`config.mk`:
```
export PLATFORM = sky130hd
export DESIGN_NAME = mem_port_arbiter_flat
export DESIGN_NICKNAME = d
export VERILOG_FILES = /design/src/rtl/mem_port_arbiter_if.sv /design/src/rtl/mem_port_arbiter.sv /design/src/flat_wrapper.sv
export SDC_FILE = /design/constraint.sdc
export NUM_CORES = 1
export LEC_CHECK = 0
export ABC_AREA = 1
export ABC_CLOCK_PERIOD_IN_PS = 3250
export CAP_MARGIN = 20
export CORE_ASPECT_RATIO = 0.75
export CORE_MARGIN = 10
export CORE_UTILIZATION = 30
export DETAILED_ROUTE_END_ITERATION = 8
export PLACE_DENSITY_LB_ADDON = 0.12
export SYNTH_ARGS = -nofsm -noshare
export SYNTH_HDL_FRONTEND = slang
export SYNTH_SLANG_ARGS = --single-unit
```
`constraint.sdc`:
```
create_clock -name clk -period 3.25 [get_ports clk]
set_input_delay 0.65 -clock clk [delete_from_list [all_inputs] [get_ports clk]]
set_output_delay 0.65 -clock clk [all_outputs]
set_load 0.03 [all_outputs]
```
`src/rtl/mem_port_arbiter_if.sv`:
```
// Requester and bus signal bundle for the unified memory port arbiter.
// The slave modport is the arbiter's view; master is the requesters plus memory.
interface mem_port_arbiter_if #(
  parameter int unsigned ADDR_W = 32,
  parameter int unsigned DATA_W = 32
);
  localparam int unsigned BE_W = DATA_W / 8;

  // Instruction fetch requester
  logic              if_req;
  logic [ADDR_W-1:0] if_addr;
  logic              if_kill;
  logic              if_done;
  logic [DATA_W-1:0] if_rdata;

  // Data access requester
  logic              mem_req;
  logic              mem_we;
  logic [ADDR_W-1:0] mem_addr;
  logic [DATA_W-1:0] mem_wdata;
  logic [BE_W-1:0]   mem_be;
  logic              mem_done;
  logic [DATA_W-1:0] mem_rdata;

  // Shared memory bus
  logic              bus_valid;
  logic              bus_ready;
  logic              bus_we;
  logic [ADDR_W-1:0] bus_addr;
  logic [DATA_W-1:0] bus_wdata;
  logic [BE_W-1:0]   bus_be;
  logic              bus_rvalid;
  logic [DATA_W-1:0] bus_rdata;

  // Hazard unit stalls
  logic              stall_if;
  logic              stall_mem;

  modport slave (
    input  if_req, if_addr, if_kill,
    output if_done, if_rdata,
    input  mem_req, mem_we, mem_addr, mem_wdata, mem_be,
    output mem_done, mem_rdata,
    output bus_valid, bus_we, bus_addr, bus_wdata, bus_be,
    input  bus_ready, bus_rvalid, bus_rdata,
    output stall_if, stall_mem
  );

  modport master (
    output if_req, if_addr, if_kill,
    input  if_done, if_rdata,
    output mem_req, mem_we, mem_addr, mem_wdata, mem_be,
    input  mem_done, mem_rdata,
    input  bus_valid, bus_we, bus_addr, bus_wdata, bus_be,
    output bus_ready, bus_rvalid, bus_rdata,
    input  stall_if, stall_mem
  );
endinterface

```
`src/rtl/mem_port_arbiter.sv`:
```
// Shares one valid/ready + rvalid memory port between IF and MEM, one transaction at a time,
// with MEM priority bounded by a starvation counter and support for killing in-flight fetches.
module mem_port_arbiter #(
  parameter int unsigned ADDR_W       = 32,
  parameter int unsigned DATA_W       = 32,
  parameter int unsigned STARVE_LIMIT = 4
) (
  input logic               clk,
  input logic               rst_n,
  mem_port_arbiter_if.slave arb_io
);
  localparam int unsigned BE_W      = DATA_W / 8;
  localparam logic [3:0]  StarveMax = 4'(STARVE_LIMIT);

  typedef enum logic [1:0] {StIdle, StCmd, StResp} state_e;

  state_e            state_q;
  logic              owner_q;  // 1: MEM owns the bus
  logic              drop_q;
  logic [3:0]        starve_cnt_q;
  logic              bus_valid_q;
  logic              bus_we_q;
  logic [ADDR_W-1:0] bus_addr_q;
  logic [DATA_W-1:0] bus_wdata_q;
  logic [BE_W-1:0]   bus_be_q;

  logic if_want;
  logic if_forced;
  logic grant_mem;
  logic grant_if;
  logic kill_own;
  logic resp_done;
  logic if_done;
  logic mem_done;

  always_comb begin
    if_want   = arb_io.if_req & ~arb_io.if_kill;
    if_forced = if_want & (starve_cnt_q == StarveMax);
    grant_mem = (state_q == StIdle) & arb_io.mem_req & ~if_forced;
    grant_if  = (state_q == StIdle) & ~grant_mem & if_want;
    kill_own  = arb_io.if_kill & ~owner_q;
    resp_done = (state_q == StResp) & arb_io.bus_rvalid;
    mem_done  = resp_done & owner_q;
    if_done   = resp_done & ~owner_q & ~drop_q & ~arb_io.if_kill;
  end

  always_ff @(posedge clk or negedge rst_n) begin
    if (!rst_n) begin
      state_q      <= StIdle;
      owner_q      <= 1'b0;
      drop_q       <= 1'b0;
      starve_cnt_q <= 4'd0;
      bus_valid_q  <= 1'b0;
      bus_we_q     <= 1'b0;
      bus_addr_q   <= '0;
      bus_wdata_q  <= '0;
      bus_be_q     <= '0;
    end else begin
      unique case (state_q)
        StIdle: begin
          drop_q <= 1'b0;
          if (grant_mem) begin
            state_q     <= StCmd;
            owner_q     <= 1'b1;
            bus_valid_q <= 1'b1;
            bus_we_q    <= arb_io.mem_we;
            bus_addr_q  <= arb_io.mem_addr;
            bus_wdata_q <= arb_io.mem_wdata;
            bus_be_q    <= arb_io.mem_be;
            // Only count grants that actually made IF wait
            if (arb_io.if_req && (starve_cnt_q < StarveMax)) begin
              starve_cnt_q <= starve_cnt_q + 4'd1;
            end
          end else if (grant_if) begin
            state_q      <= StCmd;
            owner_q      <= 1'b0;
            bus_valid_q  <= 1'b1;
            bus_we_q     <= 1'b0;
            bus_addr_q   <= arb_io.if_addr;
            bus_be_q     <= '1;
            starve_cnt_q <= 4'd0;
          end
        end
        StCmd: begin
          // A killed fetch still has to be accepted and answered by the bus
          if (kill_own) drop_q <= 1'b1;
          if (arb_io.bus_ready) begin
            state_q     <= StResp;
            bus_valid_q <= 1'b0;
          end
        end
        StResp: begin
          if (kill_own) drop_q <= 1'b1;
          if (arb_io.bus_rvalid) begin
            state_q <= StIdle;
            drop_q  <= 1'b0;
          end
        end
        default: state_q <= StIdle;
      endcase
    end
  end

  assign arb_io.bus_valid = bus_valid_q;
  assign arb_io.bus_we    = bus_we_q;
  assign arb_io.bus_addr  = bus_addr_q;
  assign arb_io.bus_wdata = bus_wdata_q;
  assign arb_io.bus_be    = bus_be_q;

  assign arb_io.if_done   = if_done;
  assign arb_io.mem_done  = mem_done;
  assign arb_io.if_rdata  = arb_io.bus_rdata;
  assign arb_io.mem_rdata = arb_io.bus_rdata;

  assign arb_io.stall_if  = arb_io.if_req & ~if_done;
  assign arb_io.stall_mem = arb_io.mem_req & ~mem_done;

  a_cmd_stable: assert property (@(posedge clk) disable iff (!rst_n)
    (bus_valid_q && !arb_io.bus_ready) |=> (bus_valid_q && $stable(bus_addr_q) &&
      $stable(bus_wdata_q) && $stable(bus_be_q) && $stable(bus_we_q)));

  a_valid_in_cmd: assert property (@(posedge clk) disable iff (!rst_n)
    bus_valid_q == (state_q == StCmd));

  a_cnt_bound: assert property (@(posedge clk) disable iff (!rst_n)
    starve_cnt_q <= StarveMax);

  a_one_done: assert property (@(posedge clk) disable iff (!rst_n)
    !(if_done && mem_done));

endmodule

```
`src/flat_wrapper.sv`:
```
// flat-port wrapper written by rule: the top's interface ports become plain ports
module mem_port_arbiter_flat 
#(
  parameter int unsigned ADDR_W       = 32,
  parameter int unsigned DATA_W       = 32,
  parameter int unsigned STARVE_LIMIT = 4
)
  (clk, rst_n, arb_io_if_req, arb_io_if_addr, arb_io_if_kill, arb_io_if_done, arb_io_if_rdata, arb_io_mem_req, arb_io_mem_we, arb_io_mem_addr, arb_io_mem_wdata, arb_io_mem_be, arb_io_mem_done, arb_io_mem_rdata, arb_io_bus_valid, arb_io_bus_we, arb_io_bus_addr, arb_io_bus_wdata, arb_io_bus_be, arb_io_bus_ready, arb_io_bus_rvalid, arb_io_bus_rdata, arb_io_stall_if, arb_io_stall_mem);
  mem_port_arbiter_if #(.ADDR_W(ADDR_W), .DATA_W(DATA_W)) arb_io_i ();
  input logic clk;
  input logic rst_n;
  input wire logic [$bits(arb_io_i.if_req)-1:0] arb_io_if_req;
  input wire logic [$bits(arb_io_i.if_addr)-1:0] arb_io_if_addr;
  input wire logic [$bits(arb_io_i.if_kill)-1:0] arb_io_if_kill;
  output wire logic [$bits(arb_io_i.if_done)-1:0] arb_io_if_done;
  output wire logic [$bits(arb_io_i.if_rdata)-1:0] arb_io_if_rdata;
  input wire logic [$bits(arb_io_i.mem_req)-1:0] arb_io_mem_req;
  input wire logic [$bits(arb_io_i.mem_we)-1:0] arb_io_mem_we;
  input wire logic [$bits(arb_io_i.mem_addr)-1:0] arb_io_mem_addr;
  input wire logic [$bits(arb_io_i.mem_wdata)-1:0] arb_io_mem_wdata;
  input wire logic [$bits(arb_io_i.mem_be)-1:0] arb_io_mem_be;
  output wire logic [$bits(arb_io_i.mem_done)-1:0] arb_io_mem_done;
  output wire logic [$bits(arb_io_i.mem_rdata)-1:0] arb_io_mem_rdata;
  output wire logic [$bits(arb_io_i.bus_valid)-1:0] arb_io_bus_valid;
  output wire logic [$bits(arb_io_i.bus_we)-1:0] arb_io_bus_we;
  output wire logic [$bits(arb_io_i.bus_addr)-1:0] arb_io_bus_addr;
  output wire logic [$bits(arb_io_i.bus_wdata)-1:0] arb_io_bus_wdata;
  output wire logic [$bits(arb_io_i.bus_be)-1:0] arb_io_bus_be;
  input wire logic [$bits(arb_io_i.bus_ready)-1:0] arb_io_bus_ready;
  input wire logic [$bits(arb_io_i.bus_rvalid)-1:0] arb_io_bus_rvalid;
  input wire logic [$bits(arb_io_i.bus_rdata)-1:0] arb_io_bus_rdata;
  output wire logic [$bits(arb_io_i.stall_if)-1:0] arb_io_stall_if;
  output wire logic [$bits(arb_io_i.stall_mem)-1:0] arb_io_stall_mem;
  assign arb_io_i.if_req = arb_io_if_req;
  assign arb_io_i.if_addr = arb_io_if_addr;
  assign arb_io_i.if_kill = arb_io_if_kill;
  assign arb_io_if_done = arb_io_i.if_done;
  assign arb_io_if_rdata = arb_io_i.if_rdata;
  assign arb_io_i.mem_req = arb_io_mem_req;
  assign arb_io_i.mem_we = arb_io_mem_we;
  assign arb_io_i.mem_addr = arb_io_mem_addr;
  assign arb_io_i.mem_wdata = arb_io_mem_wdata;
  assign arb_io_i.mem_be = arb_io_mem_be;
  assign arb_io_mem_done = arb_io_i.mem_done;
  assign arb_io_mem_rdata = arb_io_i.mem_rdata;
  assign arb_io_bus_valid = arb_io_i.bus_valid;
  assign arb_io_bus_we = arb_io_i.bus_we;
  assign arb_io_bus_addr = arb_io_i.bus_addr;
  assign arb_io_bus_wdata = arb_io_i.bus_wdata;
  assign arb_io_bus_be = arb_io_i.bus_be;
  assign arb_io_i.bus_ready = arb_io_bus_ready;
  assign arb_io_i.bus_rvalid = arb_io_bus_rvalid;
  assign arb_io_i.bus_rdata = arb_io_bus_rdata;
  assign arb_io_stall_if = arb_io_i.stall_if;
  assign arb_io_stall_mem = arb_io_i.stall_mem;
  mem_port_arbiter #(.ADDR_W(ADDR_W), .DATA_W(DATA_W), .STARVE_LIMIT(STARVE_LIMIT)) u_core (.clk(clk), .rst_n(rst_n), .arb_io(arb_io_i));
endmodule
```
* Word level (Yosys, flattened, before mapping)
Cells that the tools add are included.
** Storage, ports and cells
- Register bits after elaboration :: 78
- Input bits :: 140
- Output and inout bits :: 138
- Word-level logic and storage cells :: 71
** Operators by class
- Add/subtract/negate cells :: 1
- Magnitude comparators :: 1
- Equality and inequality tests :: 7
- Multiplexer cells :: 22
- Bitwise gates (word level) :: 21
- Reductions and logical operators :: 10
** Operators by type and width (number)
- $mux 32 :: 2
- $mux 4 :: 5
- $and 1x1->1 :: 14
- $reduce_and 3->1 :: 3
- $mux 1 :: 8
- $mux 2 :: 4
- $not 1->1 :: 7
- $ne 2x2->1 const B :: 3
- $pmux 2 s3 :: 1
- $add 4x1->4 const B :: 1
- $eq 4x3->1 const B :: 1
- $lt 4x3->1 const B :: 1
- $reduce_and 2->1 :: 2
- $reduce_bool 2->1 :: 2
- $ne 3x1->1 const B :: 1
- $pmux 1 s3 :: 1
- $reduce_bool 3->1 :: 1
- $eq 2x1->1 const B :: 1
- $eq 2x2->1 const B :: 1
- $logic_not 2->1 :: 1
- $pmux 1 s2 :: 1
- $logic_and 1x1->1 :: 1

* Longest topological paths before layout
- Word-level depth :: 11
- Mapped depth :: 10
- Depth with buffers taken out :: 10

* Least setup slack after synthesis
Ideal clock, no wire load.
- Path kind :: register -> output
- From :: register u_core.state_q[0]
- To :: output arb_io_stall_if
- Data arrival time :: 2.111 ns
- Data required time :: 2.600 ns
- Setup slack :: 0.489 ns
- Stages on the path, launching flop included :: 6
- Path buffers :: 0
- Cells stage by stage :: dfrtp_1 > inv_1 > ha_1 > nand2_1 > nor4_1 > nor2_1
** On the way
- Cells in the longest elaborated chain, start to end :: 7
** Ends and longest elaborated chain
- start: declaration :: line mem_port_arbiter.sv:17 : state_e state_q;
- start signal: assignment :: line mem_port_arbiter.sv:49 : state_q <= StIdle;
- start signal: assignment :: line mem_port_arbiter.sv:63 : state_q <= StCmd;
- start signal: assignment :: line mem_port_arbiter.sv:75 : state_q <= StCmd;
- $eq 2x2->1 :: line mem_port_arbiter.sv:42 : resp_done = (state_q == StResp) & arb_io.bus_rvalid;
- $and 1x1->1 :: line mem_port_arbiter.sv:42
- $and 1x1->1 (3 in series) :: line mem_port_arbiter.sv:44 : if_done = resp_done & ~owner_q & ~drop_q & ~arb_io.if_kill;
- named net arb_io_if_done :: line flat_wrapper.sv:15 : output wire logic [$bits(arb_io_i.if_done)-1:0] arb_io_if_done;
- $not 1->1 :: line mem_port_arbiter.sv:115 : assign arb_io.stall_if = arb_io.if_req & ~if_done;
- $and 1x1->1 :: line mem_port_arbiter.sv:115
- end: declaration :: line flat_wrapper.sv:32 : output wire logic [$bits(arb_io_i.stall_if)-1:0] arb_io_stall_if;
The timed path passes the listed nets, and every way through them passes these cells.

* Final worst setup path
- From :: input arb_io_if_kill
- To :: output arb_io_if_done
** On the way
- Cells in the longest elaborated chain, start to end :: 2
** Ends and longest elaborated chain
- start: declaration :: line flat_wrapper.sv:14 : input wire logic [$bits(arb_io_i.if_kill)-1:0] arb_io_if_kill;
- $not 1->1 :: line mem_port_arbiter.sv:44
- $and 1x1->1 :: line mem_port_arbiter.sv:44
- end: declaration :: line flat_wrapper.sv:15
No other way between the ends.

==> summary.txt <==
layout cells sized above 1: 4.92%
first-pass GRT wire length: 21,500 microns
chip width: 154 microns
Synth Flop Type: dfrtp_1
endpoint class of the critical path: primary output
CTS Sinks: 78
Leak Pwr: 2.66 nW
setup_tns: 0 ns
outcome: finished, final reports clean
number of port buffers: 181
Final Cycle Share: 89.7%
worst setup margin: 0.335 ns
remaining antenna violation count: 0
Crit-path slowest cell: clkdlybuf4s50_1
crit path DAT: 2.26 ns
pin count of the biggest net entering global routing: 79
drt via density: 4.64
synth top area cells: dfrtp_1 (48%), nand3_1 (16%), buf_4 (13%)
Seq cells post-synth: 78
most common cell after layout, fill and taps aside: clkdlybuf4s50_1
switching part of the total: 43.1%
WL/cell: 17.7 microns
Final Critical Period: 2.91 ns
CTS buffer count: 9
Startpoint Class: input pin
I/O pin count: 278
DP Worst Slack: 0.325 ns
ordered list of cells on the worst path: clkdlybuf4s50_1 > nor4_1 > clkdlybuf4s50_1
Reg power frac: 29.3%
1st-pass router iterations: 4
P_sw: 2.45 mW
Row Count: 36
FMAX: 0.343 GHz
postcts setup bufs: 0
Post-synth EDFFs: 0
Longest Clk Path Bufs: 2
vias in the first global route: 3,726
die area: 18,700 sq um
core footprint: 13,100 sq um
RePlAce Congestion: 0.775
final setup fails: 0
clock skew: 0.00589 ns
clock power share: 17.6%
Pins Over Slew Limit: 0
area leader, netlist: dfrtp_1
post-synth cell types: 25
final hold slack: 0.187 ns
CTS clk-pin slew, worst paths: 0.06 ns
power density cells: 974 nW/um^2
asr flop ratio synth: 100%
Hold Vio Cnt, Final: 0
drt initial violations: 212
Max-slew headroom: 30.7%
Top cell by count, worst path: clkdlybuf4s50_1
die height: 121 microns
CTS tree: built
total gr overflow: 0
Worst Max-Slew Pin Slew: 1.04 ns
power share of the combinational group: 53.1%
CTS H-Tree Depth: 3
ant diodes: 0
number of max-cap violations: 0
Post-DP HPWL: 9350 microns
Worst path top cell family by delay: buffers and inverters
critical path data required time: 2.60 ns
slowest stage delay, CP: 0.75 ns
post-synthesis sequential area ratio: 48.0%
Final Core Density: 44.6%
final wirelength: 13,500 microns
CTS-repair resized insts: 0
Clock Latency Late Sink: 0.33 ns
Initial Util: 31.0%
antenna violations before repair: 0
Ys Warns: 0
Syn Std Cell Area: 4070 sq um
Crit Path Max Fanout: 3
Internal: 3.24 mW
RSZ-0062 raised after global routing: false
worst path buffer plus inverter count: 2
cell count after synthesis: 480
CP Class: in -> out
Final nets: 733
residual DRC count: 0
share of the synthesized area in the top cell type: 48.0%
Avg Synthesized Cell Area: 8.47 sq um
CTS Hold Bufs: 0
Clk Tree Root Cell: clkbuf_16
Hold WC Path Type: in -> async
total track usage: 14.1%
commonest non-fill, non-tap cells in the layout: clkdlybuf4s50_1 (180), nand3_1 (127), nand2_1 (115)
Area Overhead vs Synth: 43.7%
vias after detailed routing: 3,532
peak supply drop: 0.000379 V
Net Count, Synth: 627
==> cell usage after synthesis, drive strengths merged (2+ instances only) <==
library cell / number
a21oi: 2
buf: 82
clkbuf: 10
dfrtp: 78
ha: 7
inv: 24
nand2: 116
nand3: 128
nand4: 10
nor2: 9
o21ai: 3
o22ai: 5
==> registers in the layout, summed over array words and instances (netlist names) <==
name / flops
u_core.arb_io.bus_addr: 32
u_core.arb_io.bus_be: 4
u_core.arb_io.bus_valid: 1
u_core.arb_io.bus_wdata: 32
u_core.arb_io.bus_we: 1
u_core.drop_q: 1
u_core.owner_q: 1
u_core.starve_cnt_q: 4
u_core.state_q: 2
==> worst paths after layout <==
check	from	slack [ns]	cells past startpoint	endpoint
min in group clk	u_core.arb_io.bus_wdata[1]$_DFFE_PN0P_	0.47	2	u_core.arb_io.bus_wdata[1]$_DFFE_PN0P_
min	rst_n	0.19	1	u_core.arb_io.bus_addr[21]$_DFFE_PN0P_
max in group asynchronous	rst_n	2.46	2	u_core.owner_q$_DFFE_PN0P_
min reg2reg	u_core.arb_io.bus_wdata[1]$_DFFE_PN0P_	0.47	2	u_core.arb_io.bus_wdata[1]$_DFFE_PN0P_
max	arb_io_if_kill	0.34	3	arb_io_if_done
max reg2reg	u_core.state_q[0]$_DFFE_PN0P_	0.95	6	u_core.arb_io.bus_addr[28]$_DFFE_PN0P_
==> cell families after synthesis <==
group                      count (synthesis)  synth area share, %
and+or+nand+nor                          265                 29.9
AOI/OAI and AO/OA                         12                 2.03
xor gates and xnor gates                   1                0.215
DFF                                       78                 48.0
buffers and inverters                    117                 17.7
adders and majority gates                  7                 2.15
==> power by group through the flow <==
stage               Clock (mW)  Sequential, mW  Combinational (mW)
detailed placement           0            1.68                3.07
floorplan                    0            2.49                1.05
CTS                       1.03            1.67                3.08
finish                    1.00            1.67                3.02
global placement             0            1.67                3.05
global route              1.08            1.73                3.29
==> layout make-up <==
cell class,count,area [sq um]
tap,171,214
multi-input combinational,285,1390
sequential,78,1950
clock inverter,4,47.5
fill,1265,7270
inverter,25,93.8
timing repair buffer,187,1900
clock buffer,11,243
==> layer usage <==
layer / GRT usage (%) / part of all wire (%) / up-vias
met5: 0 / 0 / -
li1: - / - / 1719
met3: 6.73 / 11 / 13
met4: 2.94 / 0.99 / 0
met2: 21.5 / 44 / 157
met1: 17.9 / 44 / 1643
==> through the flow <==
stage / std cells / area [sq um] / power (mW)
final: 761 / 5840 / 5.69
after CTS: 760 / 5810 / 5.78
after global placement: 745 / 5520 / 4.71
after floorplan: 480 / 4070 / 3.55
after detailed placement: 745 / 5520 / 4.75
after global routing: 761 / 5840 / 6.09
(Power assumes the default switching activity.)
